File: config.mk
export PLATFORM = sky130hd
export DESIGN_NAME = block_control_rr
export DESIGN_NICKNAME = d
export VERILOG_FILES = /design/src/rtl/block_control_rr.sv
export SDC_FILE = /design/constraint.sdc
export NUM_CORES = 1
export LEC_CHECK = 0
export CORE_UTILIZATION = 46
export CTS_CLUSTER_DIAMETER = 30
export DETAILED_ROUTE_END_ITERATION = 10
export PLACE_DENSITY = 0.81
export SLEW_MARGIN = 20
export SYNTH_ARGS = -nofsm -noshare
export SYNTH_HDL_FRONTEND = slang
export SYNTH_SLANG_ARGS = --single-unit
File: constraint.sdc
create_clock -name clk -period 3.3 [get_ports clk]
set_input_delay 0.66 -clock clk [delete_from_list [all_inputs] [get_ports clk]]
set_output_delay 0.66 -clock clk [all_outputs]
set_load 0.1 [all_outputs]
File: src/rtl/block_control_rr.sv
// Round-robin channel arbiter: picks which FIFO channel feeds the next packet (code 0 = empty packet).
// Define BLOCK_CONTROL_RR_SKIP_EN for work-conserving mode (grant first ready channel from ptr onward).
module block_control_rr #(
  parameter int N_CH   = 3,
  parameter int CNT_W  = 8,
  parameter int THRESH = 30,
  parameter int CODE_W = 2,
  parameter int STAT_W = 16
) (
  input  logic                    clk,
  input  logic                    rst_n,
  input  logic                    next,
  input  logic [N_CH*CNT_W-1:0]   fifo_cnt,
  output logic [CODE_W-1:0]       rdy_cnl,
  output logic                    cnl_vld,
  output logic [STAT_W-1:0]       empty_cnt
);

  localparam int PTR_W = (N_CH > 1) ? $clog2(N_CH) : 1;

  typedef enum logic {ST_ARB, ST_WT} state_t;

  state_t              state, state_nxt;
  logic [PTR_W-1:0]    ptr, ptr_nxt;
  logic [CODE_W-1:0]   code, code_nxt;
  logic                vld_nxt;
  logic [STAT_W-1:0]   empty_nxt;
  logic [N_CH-1:0]     rdy;

  function automatic logic [PTR_W-1:0] ptr_inc(input logic [PTR_W-1:0] p);
    return (int'(p) == N_CH - 1) ? '0 : p + 1'b1;
  endfunction

  always_comb begin
    rdy = '0;
    for (int i = 0; i < N_CH; i++)
      rdy[i] = 32'(fifo_cnt[i*CNT_W +: CNT_W]) >= 32'(THRESH);
  end

`ifdef BLOCK_CONTROL_RR_SKIP_EN
  logic [PTR_W-1:0] last_grant, grant, grant_nxt;
  logic             found;
  int               idx;

  // Scan channels starting at ptr; the first ready one wins.
  always_comb begin
    code  = '0;
    grant = ptr;
    found = 1'b0;
    idx   = 0;
    for (int k = 0; k < N_CH; k++) begin
      idx = (int'(ptr) + k) % N_CH;
      if (!found && rdy[idx]) begin
        found = 1'b1;
        grant = PTR_W'(idx);
        code  = CODE_W'(idx + 1);
      end
    end
  end
`else
  always_comb begin
    code = rdy[ptr] ? CODE_W'(int'(ptr) + 1) : '0;
  end
`endif

  always_ff @(posedge clk or negedge rst_n) begin
    if (!rst_n) begin
      state     <= ST_ARB;
      ptr       <= '0;
      rdy_cnl   <= '0;
      cnl_vld   <= 1'b0;
      empty_cnt <= '0;
`ifdef BLOCK_CONTROL_RR_SKIP_EN
      last_grant <= '0;
`endif
    end else begin
      state     <= state_nxt;
      ptr       <= ptr_nxt;
      rdy_cnl   <= code_nxt;
      cnl_vld   <= vld_nxt;
      empty_cnt <= empty_nxt;
`ifdef BLOCK_CONTROL_RR_SKIP_EN
      last_grant <= grant_nxt;
`endif
    end
  end

  always_comb begin
    state_nxt = state;
    case (state)
      ST_ARB:  state_nxt = ST_WT;
      ST_WT:   if (next) state_nxt = ST_ARB;
      default: state_nxt = ST_ARB;
    endcase
  end

  always_comb begin
    ptr_nxt   = ptr;
    code_nxt  = rdy_cnl;
    vld_nxt   = cnl_vld;
    empty_nxt = empty_cnt;
`ifdef BLOCK_CONTROL_RR_SKIP_EN
    grant_nxt = last_grant;
`endif
    case (state)
      ST_ARB: begin
        code_nxt = code;
        vld_nxt  = 1'b1;
        if (code == '0 && empty_cnt != '1)
          empty_nxt = empty_cnt + 1'b1;
`ifdef BLOCK_CONTROL_RR_SKIP_EN
        grant_nxt = grant;
`endif
      end
      ST_WT: begin
        if (next) begin
          vld_nxt = 1'b0;
`ifdef BLOCK_CONTROL_RR_SKIP_EN
          // Resume the rotation just past whoever was served last.
          ptr_nxt = (rdy_cnl != '0) ? ptr_inc(last_grant) : ptr_inc(ptr);
`else
          ptr_nxt = ptr_inc(ptr);
`endif
        end
      end
      default: ;
    endcase
  end

endmodule

* Word level (Yosys, flattened, before mapping)
Index checks and enable logic that the tools add are counted.
** Operators by class
- Order comparisons :: 4
- Add/sub/neg operators :: 3
- Muxes and demuxes :: 8
- Reductions and logical operators :: 4
- Equality and inequality tests :: 3
- Bitwise operators :: 1
** Operators with widths (number)
- 8-bit by 5-bit >= comparator with 1-bit output, second input constant :: 3
- 16-bit by 1-bit adder with 16-bit output, second input constant :: 1
- 16-bit != test, second input constant :: 1
- 2-bit by 1-bit adder with 2-bit output, second input constant :: 2
- 2-bit 2-to-1 mux :: 2
- 1-bit one-hot mux with 2 select lines :: 2
- 2-bit AND reduction :: 2
- 2-bit by 3-bit < comparator with 1-bit output, second input constant :: 1
- 1-bit 2-to-1 mux :: 3
- 1-bit binary-select mux with 2-bit select :: 1
- 2-bit == test, second input constant :: 1
- 2-bit zero test :: 1
- 2-bit != test, second input constant :: 1
- 1-bit logical AND :: 1
- 1-bit inverter :: 1
** Storage, ports and cells
- Word-level logic and storage cells :: 28
- Register bits :: 22

* Depth between registers and ports, before layout
Gate-level depths: netlist of run 1.
- Word-level depth :: 7
- Gate-level depth with buffers :: 7

* Least setup slack after synthesis of run 1
No wires, ideal clock.
- Path kind :: reg2reg
- From :: register empty_cnt[0]
- To :: register empty_cnt[10]
- Slack :: 0.757 ns
- Arrival time :: 2.380 ns
- Stages on the path, launching flop included :: 7
- Period minus slack after synthesis :: 2.543 ns
- Data required time :: 3.137 ns
- Buffers on the path :: 1
- Cell sequence :: dfrtp_1 -> ha_1 -> nand3_1 -> nor3_1 -> buf_2 -> nor4b_1 -> xor2_1
** Between the ends
- Word-level cells in the longest chain between the ends :: 3
- Elaborated cells on any way between the ends :: 4
- Classes of those cells :: 1 x add/sub; 1 x eq/ne; 2 x reduce/logical
** RTL lines
- start: declaration :: RTL line 16 : output logic [STAT_W-1:0] empty_cnt
- start signal: assignment :: RTL line 81 : empty_cnt <= empty_nxt;
- parallel branches: the longest is 3 deep, another holds 16-bit by 1-bit adder with 16-bit output
Parallel ways; which one is timed is not known.
A chain may end at the register's enable or synchronous reset.

* Worst setup path after layout of run 1
- From :: input port fifo_cnt[14]
- To :: register empty_cnt[15]
** Between the ends
- Word-level cells in the longest chain between the ends :: 7
** RTL lines
- start: declaration :: RTL line 13 : input logic [N_CH*CNT_W-1:0] fifo_cnt,
- 8-bit by 5-bit >= comparator with 1-bit output :: RTL line 37 : rdy[i] = 32'(fifo_cnt[i*CNT_W +: CNT_W]) >= 32'(THRESH);
- 1-bit binary-select mux with 2-bit select :: RTL line 62 : code = rdy[ptr] ? CODE_W'(int'(ptr) + 1) : '0;
- 1-bit 2-to-1 mux (not written as such) :: RTL line 62
- 2-bit 2-to-1 mux :: RTL line 62
- 2-bit zero test :: RTL line 109 : if (code == '0 && empty_cnt != '1)
- 1-bit logical AND :: RTL line 109
- 2-bit AND reduction (no line)
No other way between the ends. The select of a mux whose other input is x is not followed.

==> qor.csv, run 1 <==
stage;metric;value;unit
run_status;outcome;finished, final reports clean;
clock_network;clk_pin_slew;0.12;ns
floorplan;die_area;2710;um2
sta;rsz0062_at_grt;no;
sta;fin_skew;0.00462;ns
setup_path;crit_start;fifo_cnt[14];
floorplan;rows;17;
place;gp_congestion;0.733;
layout;area_delta_synth_final;36.1;%
layout;nets;177;
clock_network;cts_tree;yes;
place;hpwl;1890;um
setup_path;crit_buf_inv;1;
floorplan;die_w;52.1;um
grt;grt_max_degree;23;
clock_network;htreeDepth;1;
power_and_ir_drop;irDropWorstVdd;756;uV
layout;n_antenna_cell;0;
clock_network;cts_buffer_depth;2;
grt;gr-usage-all-layers;21.5;%
layout;drive_above_1_share;25.5;%
synth;netlist_instances;101;
setup_path;cp_slowest_cell;a211o_1;
synth;async_flop_share;100;%
route;drt_pass1_iterations;4;
clock_network;postCtsHoldBufs;0;
setup_path;endpoint;empty_cnt[15];
clock_network;cts_buffers;3;
setup_path;rr_worst_depth;6;
clock_network;cts_resized;0;
place;port_buffers;42;
setup_path;cp_top_family;simple AND/OR/NAND/NOR gates;
layout;n_fill_cell;172;
sta;finalCriticalPeriod;2.63;ns
floorplan;top_level_ports;46;
sta;final_max_slew_viol_count;0;
setup_path;rr_endpoint;empty_cnt[15];
clock_network;root_buffer;clkbuf_4;
route;routed_via_density;5.41;
setup_path;crit_chain;clkdlybuf4s50_1 > nor4b_1 > a21oi_1 > a211o_1 > nor4_1 > mux2_2;
synth;yosysWarnings;0;
setup_path;critPathMaxFanout;15;
sta;maxSlewHeadroom;58.0;%
floorplan;core;2300;um2
setup_path;required;3.50;ns
setup_path;end_kind;flip-flop;
synth;yosysSeqAreaShare;47.7;%
sta;tns;0;ns
setup_path;critical_path_class;in2reg;
synth;synth-edff-count;0;
synth;ys_ff_latch;22;
synth;ys_types;27;
min_path;hold_class;in2async;
synth;synth_fp_nets;131;
clock_network;clk_latency;0.31;ns
job;drv_cap;0;
sta;worst_pin_slew;0.630;ns
setup_path;ff2ff_setup_slack;0.84;ns
grt;antenna_found_initial;0;
layout;mostFrequentLayoutCells;dfrtp_1 (22), clkdlybuf4s50_1 (22), buf_4 (20);
route;avgRoutedWirePerCell;14.2;um
setup_path;path_depth;6;
route;first_iter_violations;5;
route;postRouteAntennaNets;0;
grt;grt_pass1_wl;4150;um
power_and_ir_drop;power;1.14;mW
clock_network;cts_setup_buffers;0;
sta;max_freq;0.380;GHz
sta;setup_viol;0;
synth;avgSynthCellArea;11.4;um2
power_and_ir_drop;p_leak;0.710;nW
sta;fin_crit_sh;79.7;%
power_and_ir_drop;power_density;728;nW/um2
setup_path;rr_startpoint;ptr[0];
synth;synth_area;1150;um2
clock_network;numClockSinks;22;
route;vias;936;
route;drc;0;
sta;hold_violations;0;
grt;grt_pass1_vias;916;
setup_path;arrival;2.83;ns
floorplan;start_util;50.3;%
floorplan;die_h;52.1;um
synth;synth_flop_cell;dfrtp_1;
grt;grt_overflow;0;
setup_path;max_stage_delay;0.52;ns
setup_path;crit_path_start_kind;input pin;
route;wl;2460;um
==> metrics by stage <==
step	worst slack (ns)	utilization (%)	hold slack, ns	cell area [um2]	instances
after detailed placement	0.343	67.6	0.479	1550	170
after global placement	0.428	67.6	0.475	1550	170
after floorplan	0.757	-	0.364	1150	101
after CTS	0.672	68.6	0.500	1580	173
after global routing	0.506	68.4	0.321	1570	173
final	0.669	68.4	0.292	1570	173
==> per-layer routing <==
| metal | vias to the layer above | global-route usage (%) | share of wire [%] |
|---|---|---|---|
| met2 | 18 | 35.0 | 51 |
| li1 | 464 | - | - |
| met4 | 0 | 9.91 | 1.8 |
| met5 | - | 0 | 0 |
| met3 | 4 | 4.97 | 2.7 |
| met1 | 450 | 26.5 | 45 |
==> area by class of cell <==
class | instances | area (um2) | share of cell area (%)
flip-flops and latches | 22 | 551 | 35.0
clock buffers | 3 | 22.5 | 1.43
well taps | 28 | 35.0 | 2.23
multi-input cells | 74 | 577 | 36.7
repair buffers | 43 | 375 | 23.9
inverters | 3 | 11.3 | 0.717
==> where the power goes <==
part / switching (mW) / internal, mW
Combinational: 0.461 / 0.162
Sequential: 0.0702 / 0.328
Clock: 0.0805 / 0.0426
==> worst min path at each step <==
| stage | start | to | slack [ns] | cells past startpoint |
|---|---|---|---|---|
| after floorplan | rst_n | cnl_vld | 0.36 | 0 |
| after global placement | empty_cnt[7] | empty_cnt[7] | 0.47 | 1 |
| after detailed placement | empty_cnt[7] | empty_cnt[7] | 0.48 | 1 |
| after CTS | empty_cnt[7] | empty_cnt[7] | 0.50 | 1 |
| after global routing | rst_n | empty_cnt[14] | 0.32 | 1 |
| final | rst_n | ptr[1] | 0.29 | 1 |
==> sequential cells by signal (all words and copies together) (netlist names) <==
register and count:
state 1, cnl_vld 1, rdy_cnl 2, ptr 2, empty_cnt 16
==> cell families after synthesis <==
group,after synthesis,share of synthesized area [%]
AO/OA/AOI/OAI,9,4.98
flip-flops,22,47.7
AND/OR/NAND/NOR,44,27.0
adder cells (fa/ha/maj),3,3.25
XOR/XNOR,13,9.86
buffers and inverters,5,2.38
multiplexers,5,4.88
==> synthesized netlist by cell type (2+ instances only) <==
library cell	instances	area share, %
nand2_1	10	3.3
a21oi_1	2	0.87
o21ai_0	3	1.3
nand4_1	5	2.7
xor2_1	13	9.9
inv_1	3	0.98
and4_1	2	1.5
nor3_1	4	1.7
mux2_2	5	4.9
nor4b_1	3	2.3
dfrtp_1	22	48
nor4_1	2	1.1
nand2b_1	2	1.1
nor4_2	6	6.5
nand3_1	5	2.2
ha_1	3	3.3
(Power assumes the default switching activity.)
==> inputs of run 2 (changes only) <==
CORE_UTILIZATION = 38   (was 46)
PLACE_DENSITY = 0.71   (was 0.81)
clock period = 2.28 ns   (was 3.3 ns; I/O delays follow)
==> qor.csv, run 2 (synthesis gave the netlist of run 1 again) <==
stage;metric;value;unit
route;wl;2600;um
setup_path;ff2ff_setup_slack;0.10;ns
sta;final_max_slew_viol_count;0;
clock_network;numClockSinks;22;
route;routed_via_density;5.50;
clock_network;cts_buffers;3;
grt;grt_pass1_wl;4240;um
setup_path;end_kind;flip-flop;
job;drv_cap;0;
floorplan;die_w;57.1;um
grt;antenna_found_initial;0;
setup_path;critPathMaxFanout;7;
sta;finalCriticalPeriod;2.18;ns
grt;gr-usage-all-layers;16.9;%
layout;reg_top3;empty_cnt (16), ptr (2), rdy_cnl (2);
place;placed_area;1640;um2
grt;grt_max_degree;23;
layout;fin_area;1680;um2
place;port_buffers;42;
grt;grt_pass1_vias;930;
route;drt_pass1_iterations;7;
place;hpwl;1910;um
sta;timing.hold.ws;0.477;ns
clock_network;htreeDepth;1;
layout;seq_area;561;um2
layout;drive_above_1_share;35.7;%
power_and_ir_drop;power_density;1050;nW/um2
setup_path;rr_startpoint;ptr[0];
run_status;outcome;complete, but fails checks;
clock_network;clk_latency;0.31;ns
layout;multi_input_area;591;um2
min_path;hold_class;in2async;
floorplan;die_h;57.1;um
layout;top_register;empty_cnt;
route;drc;10;
sta;setup_viol;0;
layout;mostFrequentLayoutCells;buf_4 (27), clkdlybuf4s50_1 (23), dfrtp_1 (14);
clock_network;postCtsHoldBufs;0;
floorplan;rows;19;
grt;grt_overflow;0;
sta;fin_skew;0.0152;ns
setup_path;max_stage_delay;0.43;ns
clock_network;clk_pin_slew;0.13;ns
setup_path;crit_path_start_kind;flip-flop;
layout;nets;185;
setup_path;required;2.50;ns
power_and_ir_drop;p_leak;0.744;nW
clock_network;cts_tree;yes;
layout;final_common_cell;buf_4;
run_status;violations;design-rule violations;
power_and_ir_drop;irDropWorstVdd;1400;uV
floorplan;core;2830;um2
sta;hold_violations;0;
layout;largest_register_ffs;16;
setup_path;cp_slowest_cell;dfrtp_1;
layout;n_antenna_cell;0;
route;postRouteAntennaNets;0;
setup_path;critical_path_class;reg2reg;
sta;rsz0062_at_grt;no;
setup_path;rr_worst_depth;6;
sta;maxSlewHeadroom;63.0;%
place;gp_congestion;0.801;
route;avgRoutedWirePerCell;14.0;um
setup_path;crit_chain;inv_1 > ha_1 > a2bb2oi_1 > a211o_2 > nor4_2 > mux2_2;
floorplan;start_util;40.8;%
sta;max_freq;0.460;GHz
layout;area_delta_synth_final;45.5;%
clock_network;cts_buffer_depth;2;
floorplan;die_area;3260;um2
sta;worst_pin_slew;0.551;ns
layout;n_fill_cell;246;
clock_network;root_buffer;clkbuf_4;
sta;fin_crit_sh;95.4;%
floorplan;top_level_ports;46;
route;vias;1017;
setup_path;rr_endpoint;empty_cnt[14];
route;first_iter_violations;41;
setup_path;arrival;2.39;ns
[run 2: cell count changes in the layout (fill, tap and decap cells not counted), sizes merged]
cell           before  now
clkdlybuf4s50      22   23
buf                21   28
clkbuf              3    4
[run 2: where the power goes]
group,switching [mW],internal (mW),total [mW]
Clock,0.118,0.0683,0.186
Combinational,0.692,0.298,0.991
Sequential,0.0978,0.484,0.582
Total,0.908,0.850,1.76
[run 2: layout make-up]
class / count / share of cell area, %
inverter: 3 / 0.670
tap: 31 / 2.31
sequential: 22 / 33.4
clock buffer: 4 / 1.56
timing repair buffer: 51 / 27.0
multi-input combinational: 74 / 35.1
[run 2: worst max-delay path by stage]
stage	slack (ns)	end	from	depth (start not counted)
after floorplan	0.009	empty_cnt[10]	empty_cnt[10]	6
after global placement	-0.23	empty_cnt[1]	fifo_cnt[7]	7
after detailed placement	-0.27	empty_cnt[5]	fifo_cnt[7]	7
after CTS	0.05	empty_cnt[5]	ptr[0]	7
after global routing	0.008	empty_cnt[15]	ptr[0]	6
final	0.10	empty_cnt[14]	ptr[0]	6
[run 2: per-layer routing]
layer  global-route usage (%)  vias to the layer above  part of all wire (%)
li1                         -                      483                     -
met1                     21.6                      485                    42
met2                     27.1                       45                    47
met3                     6.35                        4                   9.7
met4                     4.88                        0                   1.4
met5                        0                        -                     0
[run 2: timing repair]
action                                 4_1_cts  5_1_grt
setup endpoints to repair                    0        6
setup buffers                                0        0
endpoints found under the hold margin        0        0
gates resized for setup                      0        3
[run 2: critical path, delay by kind of cell (launching register included)]
family	cells	cell delay, ns
simple gates	1	0.32
fa+ha+maj	1	0.32
buf+inv	1	0.08
flops	1	0.43
mux	1	0.37
compound gates	2	0.57
[run 2: per-stage QoR]
| step | std cells | util, % | setup slack [ns] | setup TNS, ns | power (mW) |
|---|---|---|---|---|---|
| after global routing | 185 | 59.4 | 0.00768 | 0 | 1.85 |
| after CTS | 185 | 58.9 | 0.0543 | 0 | 1.77 |
| after detailed placement | 181 | 58.0 | -0.268 | -2.49 | 1.58 |
| final | 185 | 59.4 | 0.104 | 0 | 1.76 |
| after floorplan | 101 | - | 0.00906 | 0 | 1.29 |
| after global placement | 181 | 58.0 | -0.229 | -2.18 | 1.56 |
==> inputs of run 3 (changes only) <==
CTS_CLUSTER_DIAMETER = unset   (was 30)
REMOVE_ABC_BUFFERS = 1   (was unset)
==> qor.csv, run 3 (synthesis gave the netlist of run 1 again) <==
stage;metric;value;unit
route;vias;988;
sta;rsz0062_at_grt;no;
setup_path;crit_chain;clkdlybuf4s50_1 > nor4b_2 > a21oi_1 > a211o_1 > nor4_1 > mux2_2;
floorplan;start_util;40.8;%
grt;grt_overflow;0;
route;drt_pass1_iterations;7;
grt;antenna_found_initial;0;
grt;met2_usage;32.3;%
setup_path;rr_worst_depth;6;
grt;grt_pass1_wl;4550;um
setup_path;max_stage_delay;0.42;ns
sta;fin_crit_sh;95.0;%
setup_path;cp_slowest_cell;clkdlybuf4s50_1;
grt;grt.busiest_layer;met2;
sta;max_freq;0.462;GHz
floorplan;core;2830;um2
setup_path;ff2ff_setup_slack;0.14;ns
sta;finalCriticalPeriod;2.17;ns
clock_network;postCtsHoldBufs;0;
run_status;violations;design-rule violations;
layout;drive_above_1_share;30.5;%
floorplan;die_w;57.1;um
grt;grt_max_degree;23;
setup_path;required;2.49;ns
sta;maxSlewHeadroom;69.0;%
sta;setup_viol;0;
place;port_buffers;42;
sta;worst_pin_slew;0.464;ns
layout;mostFrequentLayoutCells;buf_4 (27), clkdlybuf4s50_1 (23), dfrtp_1 (22);
clock_network;htreeDepth;1;
layout;area_delta_synth_final;46.8;%
floorplan;top_level_ports;46;
route;first_iter_violations;34;
clock_network;cts_buffer_depth;2;
layout;top_register;empty_cnt;
setup_path;rr_startpoint;ptr[0];
sta;final_max_slew_viol_count;0;
place;hpwl;2070;um
setup_path;crit_path_start_kind;input pin;
floorplan;rows;19;
power_and_ir_drop;irDropWorstVdd;979;uV
sta;hold_violations;0;
clock_network;cts_buffers;3;
sta;timing.final.ws_setup;0.113;ns
layout;largest_register_ffs;16;
route;postRouteAntennaNets;0;
min_path;hold_class;in2async;
clock_network;root_buffer;clkbuf_4;
floorplan;die_h;57.1;um
grt;met1_usage;22.2;%
sta;fin_skew;0.0125;ns
power_and_ir_drop;p_leak;0.765;nW
layout;final_common_cell;buf_4;
setup_path;rr_endpoint;empty_cnt[15];
route;wl;2680;um
place;gp_congestion;0.759;
layout;fin_area;1700;um2
layout;nets;185;
floorplan;die_area;3260;um2
run_status;outcome;complete, but fails checks;
layout;n_antenna_cell;0;
route;routed_via_density;5.34;
setup_path;critPathMaxFanout;5;
route;avgRoutedWirePerCell;14.5;um
clock_network;cts_setup_buffers;0;
grt;grt_use_met3;2.04;%
clock_network;clk_pin_slew;0.13;ns
setup_path;critical_path_class;in2reg;
clock_network;clk_latency;0.31;ns
layout;reg_top3;empty_cnt (16), ptr (2), rdy_cnl (2);
place;place_ws;-0.211;ns
grt;grt_pass1_vias;984;
job;drv_cap;0;
setup_path;arrival;2.38;ns
power_and_ir_drop;power_density;1090;nW/um2
route;drc;5;
clock_network;cts_tree;yes;
place;placed_area;1630;um2
clock_network;numClockSinks;22;
setup_path;end_kind;flip-flop;
grt;gr-usage-all-layers;17.9;%
layout;n_fill_cell;246;
[run 3: cell types whose count changed in the layout (fill, tap and decap cells not counted), sizes merged]
cell    delta
clkbuf     -1
bufinv     +1
[run 3: critical path: cells and delay by family]
family,cells,cell delay (ns)
buffers and inverters,1,0.42
muxes,1,0.39
AOI/OAI and AO/OA,2,0.50
and+or+nand+nor,2,0.62
[run 3: timing repair]
item / in CTS / in global routing
endpoints found under the setup margin: 0 / 2
resized for setup: 0 / 2
hold endpoints to repair: 0 / 0
[run 3: stage by stage]
stage / util (%) / power [mW] / setup TNS, ns / hold slack, ns / std cells
after global placement: 57.6 / 1.54 / -1.43 / 0.472 / 181
after CTS: 59.5 / 1.86 / 0 / 0.479 / 185
after floorplan: - / 1.26 / -10.98 / 0.160 / 99
after detailed placement: 57.6 / 1.56 / -1.76 / 0.475 / 181
final: 59.9 / 1.85 / 0 / 0.471 / 185
after global routing: 59.9 / 1.95 / 0 / 0.482 / 185
[run 3: final cells by class]
type	instances	area (um2)	area share, %
clock buffer	3	22.5	1.33
clock inverter	1	30.0	1.77
inverter	3	11.3	0.664
multi-input combinational	74	589	34.8
sequential	22	551	32.5
tap	31	38.8	2.29
timing repair buffer	51	453	26.7
[run 3: worst max-delay path by stage]
stage	start	to	slack, ns	depth (start not counted)
global route	fifo_cnt[14]	empty_cnt[1]	0.03	7
global placement	fifo_cnt[7]	empty_cnt[1]	-0.19	7
CTS	ptr[0]	empty_cnt[1]	0.12	7
detailed placement	fifo_cnt[7]	empty_cnt[1]	-0.21	7
finish	fifo_cnt[14]	empty_cnt[15]	0.11	6
floorplan	empty_cnt[0]	empty_cnt[1]	-0.99	5
[run 3: layer usage]
| layer | part of all wire [%] | vias up |
|---|---|---|
| met1 | 44 | 484 |
| met2 | 53 | 21 |
| li1 | - | 479 |
| met4 | 1.1 | 0 |
| met5 | 0 | - |
| met3 | 2.3 | 4 |
[run 3: report_power, final]
part / total, mW / internal, mW / leakage (nW) / switching (mW)
Clock: 0.299 / 0.178 / 0.0279 / 0.121
Sequential: 0.573 / 0.475 / 0.284 / 0.0978
Combinational: 0.983 / 0.293 / 0.452 / 0.689
